$ cat config.mk
export PLATFORM = sky130hd
export DESIGN_NAME = mult_control
export DESIGN_NICKNAME = d
export VERILOG_FILES = /design/src/rtl/mult_pkg.sv /design/src/rtl/mult_control_claa.sv /design/src/rtl/mult_control.sv
export SDC_FILE = /design/constraint.sdc
export NUM_CORES = 1
export LEC_CHECK = 0
export BUFFER_PORTS_ARGS = -buffer_cell sky130_fd_sc_hd__buf_4
export CORE_UTILIZATION = 48
export DETAILED_ROUTE_END_ITERATION = 16
export GPL_TIMING_DRIVEN = 1
export PLACE_DENSITY = 0.67
export SETUP_SLACK_MARGIN = 0.2
export SYNTH_ARGS = -nofsm -noshare
export SYNTH_HDL_FRONTEND = slang
export SYNTH_HIERARCHICAL = 1
export SYNTH_SLANG_ARGS = --single-unit
$ cat constraint.sdc
create_clock -name clk -period 4 [get_ports clk]
set_input_delay 0.6 -clock clk [delete_from_list [all_inputs] [get_ports clk]]
set_output_delay 0.6 -clock clk [all_outputs]
set_load 0.005 [all_outputs]
$ cat src/rtl/mult_pkg.sv
// rtl/mult_pkg.sv - shared constants and FSM state encoding for the shift-add multiplier
package mult_pkg;

  localparam int N = 4;

  typedef enum logic [1:0] {
    IDLE  = 2'b00,
    ADD   = 2'b01,
    SHIFT = 2'b10,
    DONE  = 2'b11
  } state_t;

endpackage

$ cat src/rtl/mult_control_claa.sv
// rtl/mult_control_claa.sv - 4-bit carry-lookahead adder CLAA_1 with group generate/propagate
module CLAA_1 (
  input  logic [3:0] A,
  input  logic [3:0] B,
  input  logic       Cin,
  output logic [3:0] S,
  output logic       Cout,
  output logic       Gij,
  output logic       Pij
);

  logic [3:0] g;
  logic [3:0] p;
  logic [4:0] c;

  assign g = A & B;
  assign p = A ^ B;

  // Carries expanded in two-level form rather than rippled.
  assign c[0] = Cin;
  assign c[1] = g[0] | (p[0] & Cin);
  assign c[2] = g[1] | (p[1] & g[0]) | (p[1] & p[0] & Cin);
  assign c[3] = g[2] | (p[2] & g[1]) | (p[2] & p[1] & g[0]) | (p[2] & p[1] & p[0] & Cin);
  assign c[4] = Gij | (Pij & Cin);

  assign Gij  = g[3] | (p[3] & g[2]) | (p[3] & p[2] & g[1]) | (p[3] & p[2] & p[1] & g[0]);
  assign Pij  = &p;
  assign S    = p ^ c[3:0];
  assign Cout = c[4];

endmodule

$ cat src/rtl/mult_control.sv
// rtl/mult_control.sv - unsigned shift-add multiplier, fixed 2N-cycle latency, product in {A,MQ}
module mult_control
  import mult_pkg::*;
#(
  parameter int N = mult_pkg::N
) (
  input  logic         clk,
  input  logic         rst,
  input  logic         load,
  input  logic [N-1:0] x,
  input  logic [N-1:0] y,
  output logic [N-1:0] A,
  output logic [N-1:0] MQ,
  output logic         busy,
  output logic         done
);

  state_t       state;
  logic [N-1:0] M;
  logic         C;
  logic [1:0]   count;

  logic [N-1:0] addend;
  logic [N-1:0] sum;
  logic         sum_cout;
  logic         claa_g_unused;
  logic         claa_p_unused;

  // The add happens every iteration (adding zero when MQ[0]=0) so latency never varies.
  assign addend = MQ[0] ? M : '0;

  CLAA_1 u_claa (
    .A    (A),
    .B    (addend),
    .Cin  (1'b0),
    .S    (sum),
    .Cout (sum_cout),
    .Gij  (claa_g_unused),
    .Pij  (claa_p_unused)
  );

  always_ff @(posedge clk) begin
    if (rst) begin
      state <= IDLE;
      A     <= '0;
      MQ    <= '0;
      M     <= '0;
      C     <= 1'b0;
      count <= '0;
      busy  <= 1'b0;
      done  <= 1'b0;
    end else begin
      case (state)
        IDLE, DONE: begin
          if (load) begin
            A     <= '0;
            C     <= 1'b0;
            M     <= x;
            MQ    <= y;
            count <= '0;
            state <= ADD;
            busy  <= 1'b1;
            done  <= 1'b0;
          end
        end
        ADD: begin
          A     <= sum;
          C     <= sum_cout;
          state <= SHIFT;
        end
        SHIFT: begin
          // Carry enters A's MSB here, so the final shift leaves C clear.
          {C, A, MQ} <= {1'b0, C, A, MQ[N-1:1]};
          count      <= count + 2'd1;
          if (count == 2'(N - 1)) begin
            state <= DONE;
            busy  <= 1'b0;
            done  <= 1'b1;
          end else begin
            state <= ADD;
          end
        end
        default: begin
          state <= IDLE;
          busy  <= 1'b0;
          done  <= 1'b0;
        end
      endcase
    end
  end

endmodule

==> results of run 1 <==
## routing by layer
layer / up-vias / global-route usage, % / wire [µm]
met2: 17 / 33.3 / 970
met4: 0 / 5.88 / 23
met5: - / 0 / 0
li1: 456 / - / -
met3: 4 / 3.12 / 65
met1: 395 / 23.3 / 1040
## power groups by stage
| stage | combinational [mW] | clock [mW] | sequential, mW |
|---|---|---|---|
| 3_5_place_dp | 0.105 | 0 | 0.220 |
| 4_1_cts | 0.105 | 0.101 | 0.216 |
| 3_3_place_gp | 0.102 | 0 | 0.219 |
| 5_1_grt | 0.118 | 0.111 | 0.219 |
| 6_report | 0.105 | 0.0998 | 0.216 |
| 2_1_floorplan | 0.0796 | 0 | 0.218 |
## sequential cells by signal, summed over array words and instances, names as in the netlist
| register | count |
|---|---|
| A | 4 |
| done | 1 |
| state | 2 |
| MQ | 4 |
| M | 4 |
| C | 1 |
| count | 2 |
| busy | 1 |
## per-stage QoR
step           utilization [%]  std cells  worst slack, ns  power (mW)
6_report                  60.8        168             2.13       0.421
5_1_grt                   60.8        168             2.00       0.447
4_1_cts                   60.8        168             2.13       0.422
3_5_place_dp              59.5        164             2.18       0.325
3_3_place_gp              59.5        164             2.25       0.322
2_1_floorplan                -        123             2.41       0.298
## worst paths after layout
kind,start,endpoint,cells after the start
worst min register to register,M[1]$_SDFFE_PP0P_,M[1]$_SDFFE_PP0P_,2
worst min-delay path,M[1]$_SDFFE_PP0P_,M[1]$_SDFFE_PP0P_,2
worst max register to register,state[0]$_SDFFE_PP0P_,MQ[3]$_SDFFE_PP0P_,4
worst max-delay path,state[0]$_SDFFE_PP0P_,MQ[3]$_SDFFE_PP0P_,4
## final cells by class
type	instances	area (µm²)
Multi-Input combinational cell	90	608
Fill cell	192	792
Inverter	8	30.0
Sequential cell	19	380
Clock buffer	3	22.5
Timing Repair Buffer	20	150
Tap cell	27	33.8
Clock inverter	1	5.00
## worst reg2reg max path, cell delays in order, from the launching register on
cell	delay (ns)
sky130_fd_sc_hd__dfxtp_1	0.37
sky130_fd_sc_hd__inv_1	0.05
sky130_fd_sc_hd__ha_1	0.66
sky130_fd_sc_hd__mux2_2	0.47
sky130_fd_sc_hd__a211oi_1	0.22
==> flow_summary.ini, run 1 <==
[logic_synthesis]
post_synth_instance_area_um2 = 1050
synthCells = 121
postSynthAreaPerCell_um2 = 8.72
synth.yosys.warnings = 6

[clocking]
gates_resized_cts_repair = 0
cts_sinks = 19
cts_tree = done
clock_tree.htree_level_count = 1
cts_hold_repair_buffers = 0
clk_pin_slew_ns = 0.12
numCtsBuffers = 3
postCtsSetupBuffers = 0
clk-insertion-delay-late_ns = 0.30
clockBufferDepth = 2
clock_tree.root_cell = sky130_fd_sc_hd__clkbuf_4

[sta]
holdWs_ns = 0.462
final.period_utilization_pct = 46.6
fmaxAchievable_mhz = 536
fin_setup_tns_ns = 0
timing.final.max_slew_violations = 0
timing.final.crit_period_ns = 1.87
unrepaired_setup_endpoints_after_global_routing = false
setup-violations-final = 0
fin_worst_skew_ns = 0.00611
relSlewSlack_pct = 59.7
hold_viol_final = 0
actual_slew_at_the_worst_max_slew_pin_ns = 0.605

[placement]
gp_congestion = 0.758
postPlaceCellArea_um2 = 1200
portBuffers = 20
post-dp-hpwl_mm = 1.56

[run]
cap_viol_max_count = 0

[finish]
final_layout_size_suffix_gt1_share_pct = 19.9
finish.instance_area_um2 = 1230
layout.cells.most_common_list = sky130_fd_sc_hd__buf_4 (20), sky130_fd_sc_hd__dfxtp_1 (19), sky130_fd_sc_hd__nand2_1 (12), sky130_fd_sc_hd__a21oi_1 (12), sky130_fd_sc_hd__nor2_1 (11)
most_common_cell_after_layout_fill_and_taps_aside = sky130_fd_sc_hd__buf_4
final_nets = 161
antennaDiodeCount = 0
layout-area-overhead-vs-synth_pct = 16.6

[critical_path]
timing_worst_setup_path_type = flop to flop
critical_path_peak_fanout = 20
cp-start-kind = flop
critPathSlowestCell = sky130_fd_sc_hd__ha_1
reg2reg_slack_ns = 2.13
critical_path.top_delay_family = adder cells
worstPathArrival_ns = 2.08
cp_num_buf_inv = 1
worst_setup_path_end_kind = flop
worst_ep_required_ns = 4.22
max_stage_delay_ns = 0.66
crit_path_cell_trace = inv_1 > ha_1 > mux2_2 > a211oi_1

[routing]
vias_per_instance = 5.19
route.antenna.remaining_nets = 0
drc_errors = 0
iteration_0_drc_markers = 19
wl_per_cell_um = 12.5
number_of_iterations_in_the_first_detailed_routing_pass = 3
vias = 872
total_routed_wirelength_mm = 2.10

[grt]
grt_first_pass_wirelength_mm = 3.51
grt.total_usage_pct = 18.9
global_route.overflow_total = 0
first_global_vias = 849
initial_antenna_violation_count = 0
largest_net_degree_at_the_start_of_global_routing = 21

[floorplan]
die_height_um = 48.9
ios = 21
fp.dieArea_um2 = 2390
die_x_um = 48.9
starting_density_of_the_core_pct = 52.2
placementRows = 16
fp.coreArea_um2 = 2020

[power]
sw_frac_of_total_pct = 31.4
power_density_nw_per_um2 = 342
worst_ir_drop_vdd_v = 0.000201
power.share.clock_pct = 23.7
p_switching_uw = 132
power.share.sequential_pct = 51.3
pwr-share-comb_pct = 25.0
power.internal_uw = 288
cellLeakagePower_nw = 0.517

[status]
outcome = complete, no violations

[hold_path]
hp-class = flop to flop
Note: power is estimated with default switching activity, not from simulation.
==> inputs of run 2 (changes only) <==
- PLACE_DENSITY: 0.67 -> 0.7
- clock period: 4 -> 1.5 ns (I/O delays scaled with it)
==> flow_summary.ini, run 2 (same netlist as run 1, synthesis figures left out) <==
[sta]
worst_slack_ns = -0.160
fmaxAchievable_mhz = 602
hold_viol_final = 0
fin_worst_skew_ns = 0.00695
timing.final.max_slew_violations = 0
timing.final.crit_period_ns = 1.66
fin_setup_tns_ns = -0.418
final.period_utilization_pct = 111
unrepaired_setup_endpoints_after_global_routing = true
setup-violations-final = 4

[floorplan]
placementRows = 16
die_height_um = 48.9
starting_density_of_the_core_pct = 52.2
ios = 21
die_x_um = 48.9
fp.dieArea_um2 = 2390
fp.coreArea_um2 = 2020

[grt]
grt.met1_usage_pct = 26.5
grt_first_pass_wirelength_mm = 4.14
top_usage_layer = met2
first_global_vias = 913
grt.total_usage_pct = 22.4
globalRouteMet3Util_pct = 2.18
initial_antenna_violation_count = 0
global_route.usage.met2_pct = 40.3
largest_net_degree_at_the_start_of_global_routing = 20
global_route.overflow_total = 0

[routing]
iteration_0_drc_markers = 15
wl_per_cell_um = 14.8
vias = 1014
total_routed_wirelength_mm = 2.72
drc_errors = 0
number_of_iterations_in_the_first_detailed_routing_pass = 4
route.antenna.remaining_nets = 0
vias_per_instance = 5.51

[clocking]
clk-insertion-delay-late_ns = 0.29
clock_tree.htree_level_count = 1
clk_pin_slew_ns = 0.11
numCtsBuffers = 3
cts_sinks = 19
clockBufferDepth = 2
clock_tree.root_cell = sky130_fd_sc_hd__clkbuf_4
cts_tree = done

[critical_path]
max_stage_delay_ns = 0.55
worst_ep_required_ns = 1.69
worstPathArrival_ns = 1.85
critPathSlowestCell = sky130_fd_sc_hd__fa_2
cp_common_cell = sky130_fd_sc_hd__inv_1
crit_path_cell_trace = and2_4 > inv_1 > fa_2 > inv_1 > a22oi_1 > o22a_1 > nor2_1
worst_setup_path_end_kind = flop
cp-start-kind = flop
timing_worst_setup_path_type = flop to flop
critical_path_peak_fanout = 4

[power]
p_switching_uw = 411
cellLeakagePower_nw = 0.617
power_density_nw_per_um2 = 893
pwr-share-comb_pct = 36.5
power_after_layout_mw = 1.33
power.share.sequential_pct = 43.9
power.share.clock_pct = 19.6
worst_ir_drop_vdd_v = 0.000627
sw_frac_of_total_pct = 31.0
power.internal_uw = 915

[finish]
final_nets = 177
most_common_cell_after_layout_fill_and_taps_aside = sky130_fd_sc_hd__buf_4
final.fill_count = 160
reg.largest.list = A x4, MQ x4, M x4
layout-area-overhead-vs-synth_pct = 40.8
finish.instance_area_um2 = 1490
final_layout_size_suffix_gt1_share_pct = 41.4
antennaDiodeCount = 0
layout.cells.most_common_list = sky130_fd_sc_hd__buf_4 (33), sky130_fd_sc_hd__dfxtp_1 (14), sky130_fd_sc_hd__nor2_1 (11), sky130_fd_sc_hd__a21oi_1 (11), sky130_fd_sc_hd__nand2_1 (10)

[placement]
post-dp-hpwl_mm = 1.79
portBuffers = 20
gp_congestion = 0.830
preCtsSetupSlack_ns = -0.0937
postPlaceCellArea_um2 = 1320

[hold_path]
hp-class = input port to flop

[status]
violations = setup timing
outcome = finished, violations left

[run]
cap_viol_max_count = 0
==> run 2: area by class of cell <==
cell class,instances,area [µm²],share of cell area (%)
clock buffers,4,26.3,1.77
inverters,8,30.0,2.02
multi-input cells,90,714,48.1
flip-flops and latches,19,387,26.0
well taps,27,33.8,2.27
repair buffers,36,294,19.8
==> run 2: final timing paths <==
kind | start | to | slack, ns | cells past startpoint
setup / recovery | MQ[0]$_SDFFE_PP0P_ | A[0]$_SDFFE_PP0P_ | -0.16 | 7
hold / removal | x[3] | M[3]$_SDFFE_PP0P_ | 0.19 | 3
setup reg to reg | MQ[0]$_SDFFE_PP0P_ | A[0]$_SDFFE_PP0P_ | -0.16 | 7
hold reg to reg | M[3]$_SDFFE_PP0P_ | M[3]$_SDFFE_PP0P_ | 0.46 | 2
==> run 2: timing repair <==
item,in CTS,in global routing
setup endpoints to repair,18,19
setup buffers,0,5
resized for setup,7,24
hold buffers,0,0
pin swaps,8,18
==> run 2: metrics by stage <==
stage | util, % | hold slack (ns) | instances
6_report | 73.5 | 0.188 | 184
5_1_grt | 73.5 | 0.179 | 184
2_1_floorplan | - | 0.372 | 123
3_5_place_dp | 65.0 | 0.445 | 175
4_1_cts | 67.4 | 0.185 | 179
3_3_place_gp | 65.0 | 0.440 | 175
==> run 2: worst max-delay path, delay by kind of cell, from the launching register on <==
kind	cells	cell delay [ns]
buffers and inverters	2	0.12
adders and majority gates	1	0.55
DFF	1	0.37
AOI/OAI and AO/OA	2	0.31
and+or+nand+nor	2	0.21
==> run 2: per-layer routing <==
layer  up-vias  share of wire [%]
li1        492                  -
met1       480                 43
met2        32                 51
met3        10                3.1
met4         0                2.4
met5         -                  0
==> run 2: power groups by stage <==
stage	Combinational, mW	Clock, mW	Sequential, mW
after detailed placement	0.337	0	0.584
after global placement	0.332	0	0.581
after global routing	0.517	0.304	0.588
after floorplan	0.220	0	0.583
final	0.484	0.260	0.582
after CTS	0.356	0.260	0.574
==> inputs of run 3 (changes only) <==
- CTS_BUF_LIST: unset -> sky130_fd_sc_hd__clkbuf_4
==> flow_summary.ini, run 3 (same netlist as run 1, synthesis figures left out) <==
[status]
violations = setup timing
outcome = finished, violations left

[clocking]
cts_hold_repair_buffers = 0
clock_tree.root_cell = sky130_fd_sc_hd__clkbuf_4
cts_sinks = 19
clk-insertion-delay-late_ns = 0.29
clk_pin_slew_ns = 0.11
numCtsBuffers = 3
cts_tree = done
clockBufferDepth = 2
clock_tree.htree_level_count = 1

[floorplan]
ios = 21
die_height_um = 48.9
placementRows = 16
die_x_um = 48.9
fp.dieArea_um2 = 2390
starting_density_of_the_core_pct = 52.2
fp.coreArea_um2 = 2020

[sta]
holdWs_ns = 0.190
fin_worst_skew_ns = 0.00706
unrepaired_setup_endpoints_after_global_routing = true
final.period_utilization_pct = 109
timing.final.crit_period_ns = 1.63
timing.final.max_slew_violations = 0
worst_slack_ns = -0.131
setup-violations-final = 4
fmaxAchievable_mhz = 613
fin_setup_tns_ns = -0.460
hold_viol_final = 0

[critical_path]
critical_path_peak_fanout = 4
critical_path.top_delay_family = adder cells
worstPathArrival_ns = 1.82
timing_worst_setup_path_type = flop to flop
cp_num_buf_inv = 2
max_stage_delay_ns = 0.55
worst_ep_required_ns = 1.69
cp_common_cell = sky130_fd_sc_hd__inv_1
crit_path_cell_trace = and2_4 > inv_1 > fa_2 > inv_1 > a22oi_1 > o22a_1 > nor2_1
critPathSlowestCell = sky130_fd_sc_hd__fa_2
worst_setup_path_end_kind = flop
cp-start-kind = flop

[placement]
postPlaceCellArea_um2 = 1320
preCtsSetupSlack_ns = -0.0937
post-dp-hpwl_mm = 1.79
gp_congestion = 0.830
portBuffers = 20
dpl.cell_count = 175

[run]
cap_viol_max_count = 0

[grt]
global_route.overflow_total = 0
grt.total_usage_pct = 22.4
largest_net_degree_at_the_start_of_global_routing = 20
globalRouteMet3Util_pct = 3.12
first_global_vias = 906
top_usage_layer = met2
grt.met1_usage_pct = 26.3
initial_antenna_violation_count = 0
grt_first_pass_wirelength_mm = 4.19
global_route.usage.met2_pct = 41.4

[routing]
vias_per_instance = 5.55
vias = 1022
wl_per_cell_um = 15.6
total_routed_wirelength_mm = 2.87
number_of_iterations_in_the_first_detailed_routing_pass = 4
drc_errors = 0
iteration_0_drc_markers = 21
route.antenna.remaining_nets = 0

[finish]
layout-area-overhead-vs-synth_pct = 42.7
stdcell_count = 184
antennaDiodeCount = 0
finish.instance_area_um2 = 1510
final_nets = 177
most_common_cell_after_layout_fill_and_taps_aside = sky130_fd_sc_hd__buf_4
final_core_utilization_pct = 74.4
reg.largest.list = A x4, MQ x4, M x4
final_layout_size_suffix_gt1_share_pct = 43.3
layout.cells.most_common_list = sky130_fd_sc_hd__buf_4 (32), sky130_fd_sc_hd__dfxtp_1 (14), sky130_fd_sc_hd__nor2_1 (11)

[power]
cellLeakagePower_nw = 0.625
power_after_layout_mw = 1.37
power_density_nw_per_um2 = 909
worst_ir_drop_vdd_v = 0.000659

[hold_path]
hp-class = input port to flop
-- run 3: final cells by class --
cell class	instances	area (µm²)
well taps	27	33.8
inverters	8	30.0
repair buffers	36	307
flip-flops and latches	19	387
multi-input cells	90	718
clock buffers	4	30.0
fillers	152	517
-- run 3: worst paths after layout --
kind                      startpoint                end  slack [ns]  depth (start not counted)
setup / recovery  MQ[0]$_SDFFE_PP0P_  A[0]$_SDFFE_PP0P_       -0.13                          7
hold / removal                  x[2]  M[2]$_SDFFE_PP0P_        0.19                          3
setup reg to reg  MQ[0]$_SDFFE_PP0P_  A[0]$_SDFFE_PP0P_       -0.13                          7
hold reg to reg    M[3]$_SDFFE_PP0P_  M[3]$_SDFFE_PP0P_        0.46                          2
-- run 3: worst register-to-register path: stages (launching register included) --
cell and delay, ns:
sky130_fd_sc_hd__dfxtp_2 0.37, sky130_fd_sc_hd__and2_4 0.16, sky130_fd_sc_hd__inv_1 0.06, sky130_fd_sc_hd__fa_2 0.55, sky130_fd_sc_hd__inv_1 0.06, sky130_fd_sc_hd__a22oi_1 0.13
sky130_fd_sc_hd__o22a_1 0.16, sky130_fd_sc_hd__nor2_1 0.04
-- run 3: where the power goes --
group / leakage [nW] / internal, mW / switching (mW) / total [mW]
sequential: 0.157 / 0.548 / 0.0349 / 0.582
clock: 0.0184 / 0.121 / 0.155 / 0.276
combinational: 0.449 / 0.281 / 0.229 / 0.510
-- run 3: repair_timing --
action	4_1_cts	5_1_grt
endpoints found under the setup margin	18	19
gates resized for setup	7	25
pin swaps	8	19
buffers inserted	0	5
endpoints found under the hold margin	0	0
-- run 3: per-layer routing --
| metal | up-vias | routed length, µm |
|---|---|---|
| li1 | 490 | - |
| met2 | 37 | 1500 |
| met3 | 10 | 116 |
| met5 | - | 0 |
| met1 | 485 | 1170 |
| met4 | 0 | 89 |
